$ cat config.mk
export PLATFORM = sky130hd
export DESIGN_NAME = sobel_frame_ctrl
export DESIGN_NICKNAME = d
export VERILOG_FILES = /design/src/rtl/sobel_frame_ctrl.sv
export SDC_FILE = /design/constraint.sdc
export NUM_CORES = 1
export LEC_CHECK = 0
export ABC_CLOCK_PERIOD_IN_PS = 2800
export CAP_MARGIN = 20
export CORE_ASPECT_RATIO = 0.6
export CORE_MARGIN = 2
export CORE_UTILIZATION = 35
export CTS_CLUSTER_SIZE = 8
export DETAILED_ROUTE_END_ITERATION = 6
export PLACE_DENSITY_LB_ADDON = 0.15
export SETUP_SLACK_MARGIN = 0.5
export SYNTH_ARGS = -nofsm -noshare
export SYNTH_HDL_FRONTEND = slang
export SYNTH_SLANG_ARGS = --single-unit
$ cat constraint.sdc
create_clock -name clk -period 2.8 [get_ports clk]
set_clock_uncertainty 0.15 [all_clocks]
set_input_delay 0.42 -clock clk [delete_from_list [all_inputs] [get_ports clk]]
set_output_delay 0.42 -clock clk [all_outputs]
set_load 0.03 [all_outputs]
$ cat src/rtl/sobel_frame_ctrl.sv
`timescale 1ns/1ps
// sobel_frame_ctrl
//   Frame sequencer for the Sobel edge pipeline. On start it reads every pixel
//   of one frame from the input frame buffer and presents it to the pipeline's
//   camera-side inputs. It writes each returned result to the output buffer at
//   sequential addresses. It reports completion, or a timeout if the pipeline
//   does not return every pixel.
//
// Ports
//   clk, rst            rising-edge clock, asynchronous active-low reset
//   start_i             frame start request, sampled only while idle
//   hold_i              frame-buffer arbiter busy, suppresses read issue
//   busy_o              high while feeding or draining a frame
//   frame_done_o        one-cycle pulse on successful completion
//   err_timeout_o       sticky timeout flag, cleared by the next accepted start
//   rd_en_o, rd_addr_o  frame-buffer read strobe and address
//   rd_data_i           {R,G,B}, valid one cycle after rd_en_o
//   cam_*_o             pixel and per-pixel valid strobe to the pipeline
//   sobel_red_i         pipeline result (red channel is used)
//   sobel_done_i        per-pixel result strobe
//   wr_en_o, wr_addr_o, wr_data_o   output-buffer write port
module sobel_frame_ctrl #(
    parameter int IMG_W   = 640,
    parameter int IMG_H   = 480,
    parameter int ADDR_W  = 19,
    parameter int TIMEOUT = 4096
) (
    input  logic              clk,
    input  logic              rst,
    input  logic              start_i,
    input  logic              hold_i,
    output logic              busy_o,
    output logic              frame_done_o,
    output logic              err_timeout_o,
    output logic              rd_en_o,
    output logic [ADDR_W-1:0] rd_addr_o,
    input  logic [23:0]       rd_data_i,
    output logic [7:0]        cam_red_o,
    output logic [7:0]        cam_green_o,
    output logic [7:0]        cam_blue_o,
    output logic              cam_done_o,
    input  logic [7:0]        sobel_red_i,
    input  logic              sobel_done_i,
    output logic              wr_en_o,
    output logic [ADDR_W-1:0] wr_addr_o,
    output logic [7:0]        wr_data_o
);

    // Counters carry one extra bit so they can hold N even when N == 2^ADDR_W.
    localparam int CNT_W = ADDR_W + 1;
    localparam int TO_W  = $clog2(TIMEOUT + 1);

    localparam logic [CNT_W-1:0] PIX_N    = CNT_W'(IMG_W * IMG_H);
    localparam logic [CNT_W-1:0] PIX_LAST = CNT_W'(IMG_W * IMG_H - 1);
    localparam logic [TO_W-1:0]  TO_LAST  = TO_W'(TIMEOUT - 1);

    typedef enum logic [1:0] {
        ST_IDLE,
        ST_FEED,
        ST_DRAIN,
        ST_DONE
    } state_t;

    state_t state;
    state_t state_nxt;

    logic [CNT_W-1:0] rd_cnt;
    logic [CNT_W-1:0] out_cnt;
    logic [TO_W-1:0]  to_cnt;

    logic start_acc;
    logic issue;
    logic capture;
    logic timeout_hit;
    logic rd_en_d1;

    always_ff @(posedge clk or negedge rst) begin
        if (!rst) begin
            state <= ST_IDLE;
        end else begin
            state <= state_nxt;
        end
    end

    always_comb begin
        state_nxt   = state;
        start_acc   = 1'b0;
        timeout_hit = 1'b0;
        issue       = (state == ST_FEED) && !hold_i && (rd_cnt < PIX_N);
        capture     = ((state == ST_FEED) || (state == ST_DRAIN)) &&
                      sobel_done_i && (out_cnt < PIX_N);
        case (state)
            ST_IDLE: begin
                if (start_i) begin
                    state_nxt = ST_FEED;
                    start_acc = 1'b1;
                end
            end
            ST_FEED: begin
                if (issue && (rd_cnt == PIX_LAST)) begin
                    state_nxt = ST_DRAIN;
                end
            end
            ST_DRAIN: begin
                // Completion is tested first so it wins over a same-cycle timeout.
                if (out_cnt == PIX_N) begin
                    state_nxt = ST_DONE;
                end else if (to_cnt == TO_LAST) begin
                    state_nxt   = ST_IDLE;
                    timeout_hit = 1'b1;
                end
            end
            ST_DONE: begin
                state_nxt = ST_IDLE;
            end
            default: begin
                state_nxt = ST_IDLE;
            end
        endcase
    end

    // Counters and status flags.
    always_ff @(posedge clk or negedge rst) begin
        if (!rst) begin
            rd_cnt        <= '0;
            out_cnt       <= '0;
            to_cnt        <= '0;
            busy_o        <= 1'b0;
            frame_done_o  <= 1'b0;
            err_timeout_o <= 1'b0;
        end else begin
            if (start_acc) begin
                rd_cnt  <= '0;
                out_cnt <= '0;
                to_cnt  <= '0;
            end else begin
                if (issue) begin
                    rd_cnt <= rd_cnt + 1'b1;
                end
                if (capture) begin
                    out_cnt <= out_cnt + 1'b1;
                end
                if (state == ST_DRAIN) begin
                    to_cnt <= to_cnt + 1'b1;
                end
            end

            busy_o       <= (state_nxt == ST_FEED) || (state_nxt == ST_DRAIN);
            frame_done_o <= (state_nxt == ST_DONE);

            if (timeout_hit) begin
                err_timeout_o <= 1'b1;
            end else if (start_acc) begin
                err_timeout_o <= 1'b0;
            end
        end
    end

    // Read issue and feed path. Read data arrives the cycle after rd_en_o,
    // so the strobe is delayed twice to land together with the loaded pixel.
    always_ff @(posedge clk or negedge rst) begin
        if (!rst) begin
            rd_en_o     <= 1'b0;
            rd_addr_o   <= '0;
            rd_en_d1    <= 1'b0;
            cam_done_o  <= 1'b0;
            cam_red_o   <= '0;
            cam_green_o <= '0;
            cam_blue_o  <= '0;
        end else begin
            rd_en_o <= issue;
            if (issue) begin
                rd_addr_o <= rd_cnt[ADDR_W-1:0];
            end
            rd_en_d1   <= rd_en_o;
            cam_done_o <= rd_en_d1;
            if (rd_en_d1) begin
                cam_red_o   <= rd_data_i[23:16];
                cam_green_o <= rd_data_i[15:8];
                cam_blue_o  <= rd_data_i[7:0];
            end
        end
    end

    // Capture path: one registered write per accepted result strobe.
    always_ff @(posedge clk or negedge rst) begin
        if (!rst) begin
            wr_en_o   <= 1'b0;
            wr_addr_o <= '0;
            wr_data_o <= '0;
        end else begin
            wr_en_o <= capture;
            if (capture) begin
                wr_addr_o <= out_cnt[ADDR_W-1:0];
                wr_data_o <= sobel_red_i;
            end
        end
    end

endmodule

# After elaboration in Yosys (flattened, before gate mapping)
# Index checks and enable logic that the tools add are counted.
# word_totals
word_cells,62
input_bits,37
output_inout_bits,76
regBits,132
# op_classes
n_mux,18
reduce_logical,13
eq_ne,9
n_addsub,3
order_cmp,2
# op_table
op,count
20-bit two-way mux,4
20-bit by 1-bit adder with 20-bit output (second input constant),2
20-bit by 19-bit equality test with 1-bit output (second input constant),2
20-bit by 19-bit less-than comparator with 1-bit output (second input constant),2
13-bit two-way mux,2
13-bit by 1-bit adder with 13-bit output (second input constant),1
13-bit by 12-bit equality test with 1-bit output (second input constant),1
2-bit equality test (second input constant),4
2-bit two-way mux,4
2-bit case mux with 4 select lines,1
2-bit nonzero test,4
1-bit two-way mux,7
1-bit logical AND,5
2-bit by 1-bit equality test with 1-bit output (second input constant),2
2-bit zero test,1
1-bit logical OR,2
1-bit zero test,1

# Longest topological paths before layout
# logic_depth
word_depth,8
mapped_depth,9
depth_no_buf,8

# Worst setup path before layout
# Ideal clock, no wire load.
# synth_timing
kind,register to register
from,register state[1]
to,register busy_o
setup_ps,126
t_arrival_ps,1917
path_buffers,1
period_less_slack_ps,2193
path_slack_ps,607
path_stages_with_launch,10
t_required_ps,2524
path_cell_list,dfrtp_1 inv_1 ha_1 nor3b_1 o2111ai_1 clkbuf_1 nor2_1 a22oi_1 o21ai_0 ha_1
# synth_between
elab_chain_len,8
elab_cells_between_ends,15
cone_classes,eq/ne: 5; mux: 5; reduce/logical: 5
# synth_lines
item,line_no,rtl
"start, declared",64,state_t state;
"start signal, assigned",81,state <= state_nxt;
2-bit by 1-bit equality test with 1-bit output,"89, 92",
1-bit logical AND (2 in a row),89,issue = (state == ST_FEED) && !hold_i && (rd_cnt < PIX_N);
1-bit logical AND,100,if (issue && (rd_cnt == PIX_LAST)) begin
2-bit two-way mux,100,
2-bit case mux with 4 select lines *,92,case (state)
named net state_nxt[1],65,state_t state_nxt;
2-bit by 1-bit equality test with 1-bit output or 2-bit equality test (tied branches),148,busy_o <= (state_nxt == ST_FEED) || (state_nxt == ST_DRAIN);
1-bit logical OR *,148,
"end signal, assigned",148,
"end, declared",32,"output logic busy_o,"
# Mark *: on every way through the listed nets, which the timed path passes. The rest lies on a longest branch.
# A chain may end at the register's enable or synchronous reset.

# Worst setup path in the final report
# layout_timing
from,register out_cnt[0]
to,register busy_o
# layout_between
elab_chain_len,5
elab_cells_between_ends,6
cone_classes,eq/ne: 3; mux: 2; reduce/logical: 1
# layout_lines
item,line_no,rtl
"start, declared",68,logic [CNT_W-1:0] out_cnt;
"start signal, assigned",141,out_cnt <= out_cnt + 1'b1;
20-bit by 19-bit equality test with 1-bit output *,106,if (out_cnt == PIX_N) begin
2-bit two-way mux *,106,
2-bit case mux with 4 select lines *,92,
named net state_nxt[1],65,
2-bit by 1-bit equality test with 1-bit output or 2-bit equality test (tied branches),148,
1-bit logical OR *,148,
# Marked as above.

==> out/results.md <==
* routed metal-1 wirelength: 6.91 mm
* maximum fanout count along the critical path: 4
* minimum setup slack after placement: 0.268 ns
* antenna violations before repair: 0
* final worst path period share: 83.2%
* Core ar.: 0.0160 mm^2
* count of endpoints failing hold in the final timing report: 0
* syn_nets: 606
* number of levels the H-tree was split into: 4
* sequential area share after synthesis: 58.2%
* CTS tree: done
* CTS Sinks: 132
* number of port buffers: 112
* number of CTS-inserted buffers: 17
* Clock Path Buffers: 2
* nets: 738
* cell taking the most area after synthesis: dfrtp_1
* leakage: 3.38 nW
* area of the mapped netlist: 0.00568 mm^2
* Final Cell Area: 0.00789 mm^2
* number of register bits inferred by synthesis: 132
* Die Wd: 168 um
* row count: 36
* Wirelength per Cell: 14.8 um
* share of flip-flops with an asynchronous set or reset: 100%
* final worst setup slack: 0.472 ns
* maximum clock frequency: 0.429 GHz
* number of antenna diodes: 0
* area of the multi-input gates: 0.00236 mm^2
* Setup crit start kind: flip-flop
* HPWL after detailed placement: 8.92 mm
* fraction of synthesized cell area taken by the top area cell type: 58.2%
* data required time of the worst path: 2.95 ns
* most used flip-flop cell after synthesis: dfrtp_1
* arrival time of data at the critical path endpoint: 2.48 ns
* mean post-synth cell area: 10.1 um^2
* startpoint-to-endpoint class of the critical path: flip-flop to flip-flop
* number of synthesized flops with an enable pin: 0
* height of the die: 103 um
* Area growth syn-to-layout: 38.9%
* first-pass iteration count of the detailed router: 4
* clock root buffer: clkbuf_16
* Power Total: 5.51 mW
* Routed Wire Length: 13.5 mm
* max-slew headroom at the worst pin: 63.1%
* post-layout instance count excluding filler cells: 914
* max-slew violation count: 0
* type of destination of the critical path: flip-flop
* Iteration-0 DRC Markers: 259
* register clock-pin slew on the reported worst setup and hold paths: 0.06 ns
* fill cell instance count of the final layout: 1,454
* summed negative setup slack over all endpoints: 0 ns
* fin crit period: 2.33 ns
* total global routing track utilization: 16.1%
* post-detailed-route count of antenna-violating nets: 0
* ranking of synthesized cells by area: dfrtp_1 58%, nand2_1 9.7%, mux2_2 4.8%
* PD cells: 698 mW/mm^2
* Yosys warnings: 0
* number of max-cap violations: 0
* flip-flop and latch area: 0.00330 mm^2
* status: complete, no violations
* setup repair after global routing missed its margin: true
* amount of wire on met2 after detailed routing: 5.85 mm
* Worst-Margin Slew: 0.554 ns
* peak supply drop: 0.327 mV
* Routed met3 length: 639 um
* count of unresolved DRC violations after routing: 0
* via count of the routed design: 4,356
* clock latency reported for the late side of the worst-skew pair: 0.42 ns
* overall die area: 0.0173 mm^2
* uppermost metal layer occupied by signal nets: met4
* wire length of the first global-routing pass: 21.7 mm
* proportion of layout cells with a drive suffix above 1: 15.3%
* maximum number of pins on one net before global-route repair: 51
* final weighted congestion in routability-driven placement: 0.810
* io pins: 113
* number of standard cells after synthesis: 560
* Final setup violation count: 0
* Worst Hold Class: flip-flop to flip-flop
* DR vias/cell: 4.77
* effective utilization at floorplan: 35.4%
* via count of the first global-routing pass: 4,234
* count of unique library cells instantiated by Yosys: 46
* Cell Area, Placed: 0.00707 mm^2
* number of placed cells counting well taps: 869
* grt ovf: 0
==> layout by cell type (no fill, tap or decap), types with 7 or more instances in the layout <==
cell type and instances:
a21oi_1 14, mux2_2 24, o21ai_0 15, nand2_1 147, nor3_1 12, ha_1 7, nand3_1 13, xnor2_1 29
xor2_1 11, inv_1 11, nand4_1 7, dfrtp_1 132, clkdlybuf4s50_1 111, nor2_1 49, clkbuf_16 17, buf_4 23
==> final timing paths <==
check,from,depth (start not counted),slack [ns],end
max,out_cnt[0],8,0.47,busy_o
min,rd_en_o,0,0.22,rd_en_d1
max reg2reg,out_cnt[0],8,0.47,busy_o
min reg2reg,rd_en_o,0,0.22,rd_en_d1
max in group asynchronous,rst,3,1.32,frame_done_o
min in group asynchronous,rst,2,0.37,cam_red_o[4]
==> layer usage <==
metal  GRT usage (%)  up-vias
met5               0        -
met4            5.37        0
met3            4.84       10
met2            23.1      106
met1            23.3     2108
li1                -     2132
==> through the flow <==
step,util (%),hold WS [ns]
after floorplan,-,-0.0256
after global placement,44.1,0.213
after detailed placement,44.1,0.210
after CTS,48.0,0.224
after global routing,49.2,0.256
final,49.2,0.221
==> cell type report <==
type | count | share of cell area (%)
Clock buffer | 20 | 5.92
Tap cell | 209 | 3.31
Sequential cell | 132 | 41.9
Clock inverter | 12 | 1.35
Inverter | 14 | 0.698
Timing Repair Buffer | 137 | 16.9
Multi-Input combinational cell | 390 | 30.0
==> state kept, by name (all words and copies together), names as in the netlist, 2 cells and up <==
| signal | flops |
|---|---|
| cam_blue_o | 8 |
| cam_green_o | 8 |
| cam_red_o | 8 |
| out_cnt | 20 |
| rd_addr_o | 19 |
| rd_cnt | 20 |
| state | 2 |
| to_cnt | 13 |
| wr_addr_o | 19 |
| wr_data_o | 8 |
==> synthesized netlist by cell type, types with 7 or more instances <==
master / number
nor4_1: 13
clkbuf_1: 15
nand4_1: 7
inv_1: 12
a21oi_1: 15
xor2_1: 11
nor3_1: 12
xnor2_1: 29
nand2_1: 147
o21ai_0: 16
mux2_2: 24
nand3_1: 13
nor2_1: 49
dfrtp_1: 132
ha_1: 9
==> repair_timing <==
| item | CTS | global route |
|---|---|---|
| setup buffers | 1 | 11 |
| resized for setup | 8 | 24 |
| hold buffers | 1 | 0 |
| endpoints found under the hold margin | 36 | 0 |
| pin swaps | 2 | 5 |
| cloned | 0 | 0 |
| endpoints found under the setup margin | 32 | 42 |
==> critical path: stages, from the launching register on <==
cell and delay, ns:
dfrtp_1 0.42, inv_2 0.10, ha_4 0.12, or4b_4 0.47, nor4_4 0.15, and4_4 0.30
a22oi_2 0.09, o21ai_2 0.16, ha_1 0.25
==> where the power goes <==
group          switching, mW  internal (mW)
combinational          0.605          0.471
sequential             0.193           2.11
clock                  0.843           1.29
==> logic make-up after synthesis <==
| logic type | after synthesis | share of synthesized area (%) |
|---|---|---|
| adders and majority gates | 9 | 1.98 |
| muxes | 25 | 4.94 |
| DFF | 132 | 58.2 |
| xor gates and xnor gates | 40 | 6.17 |
| AOI/OAI and AO/OA | 44 | 4.71 |
| buffers and inverters | 38 | 2.73 |
| and+or+nand+nor | 272 | 21.3 |
(Power assumes the default switching activity.)
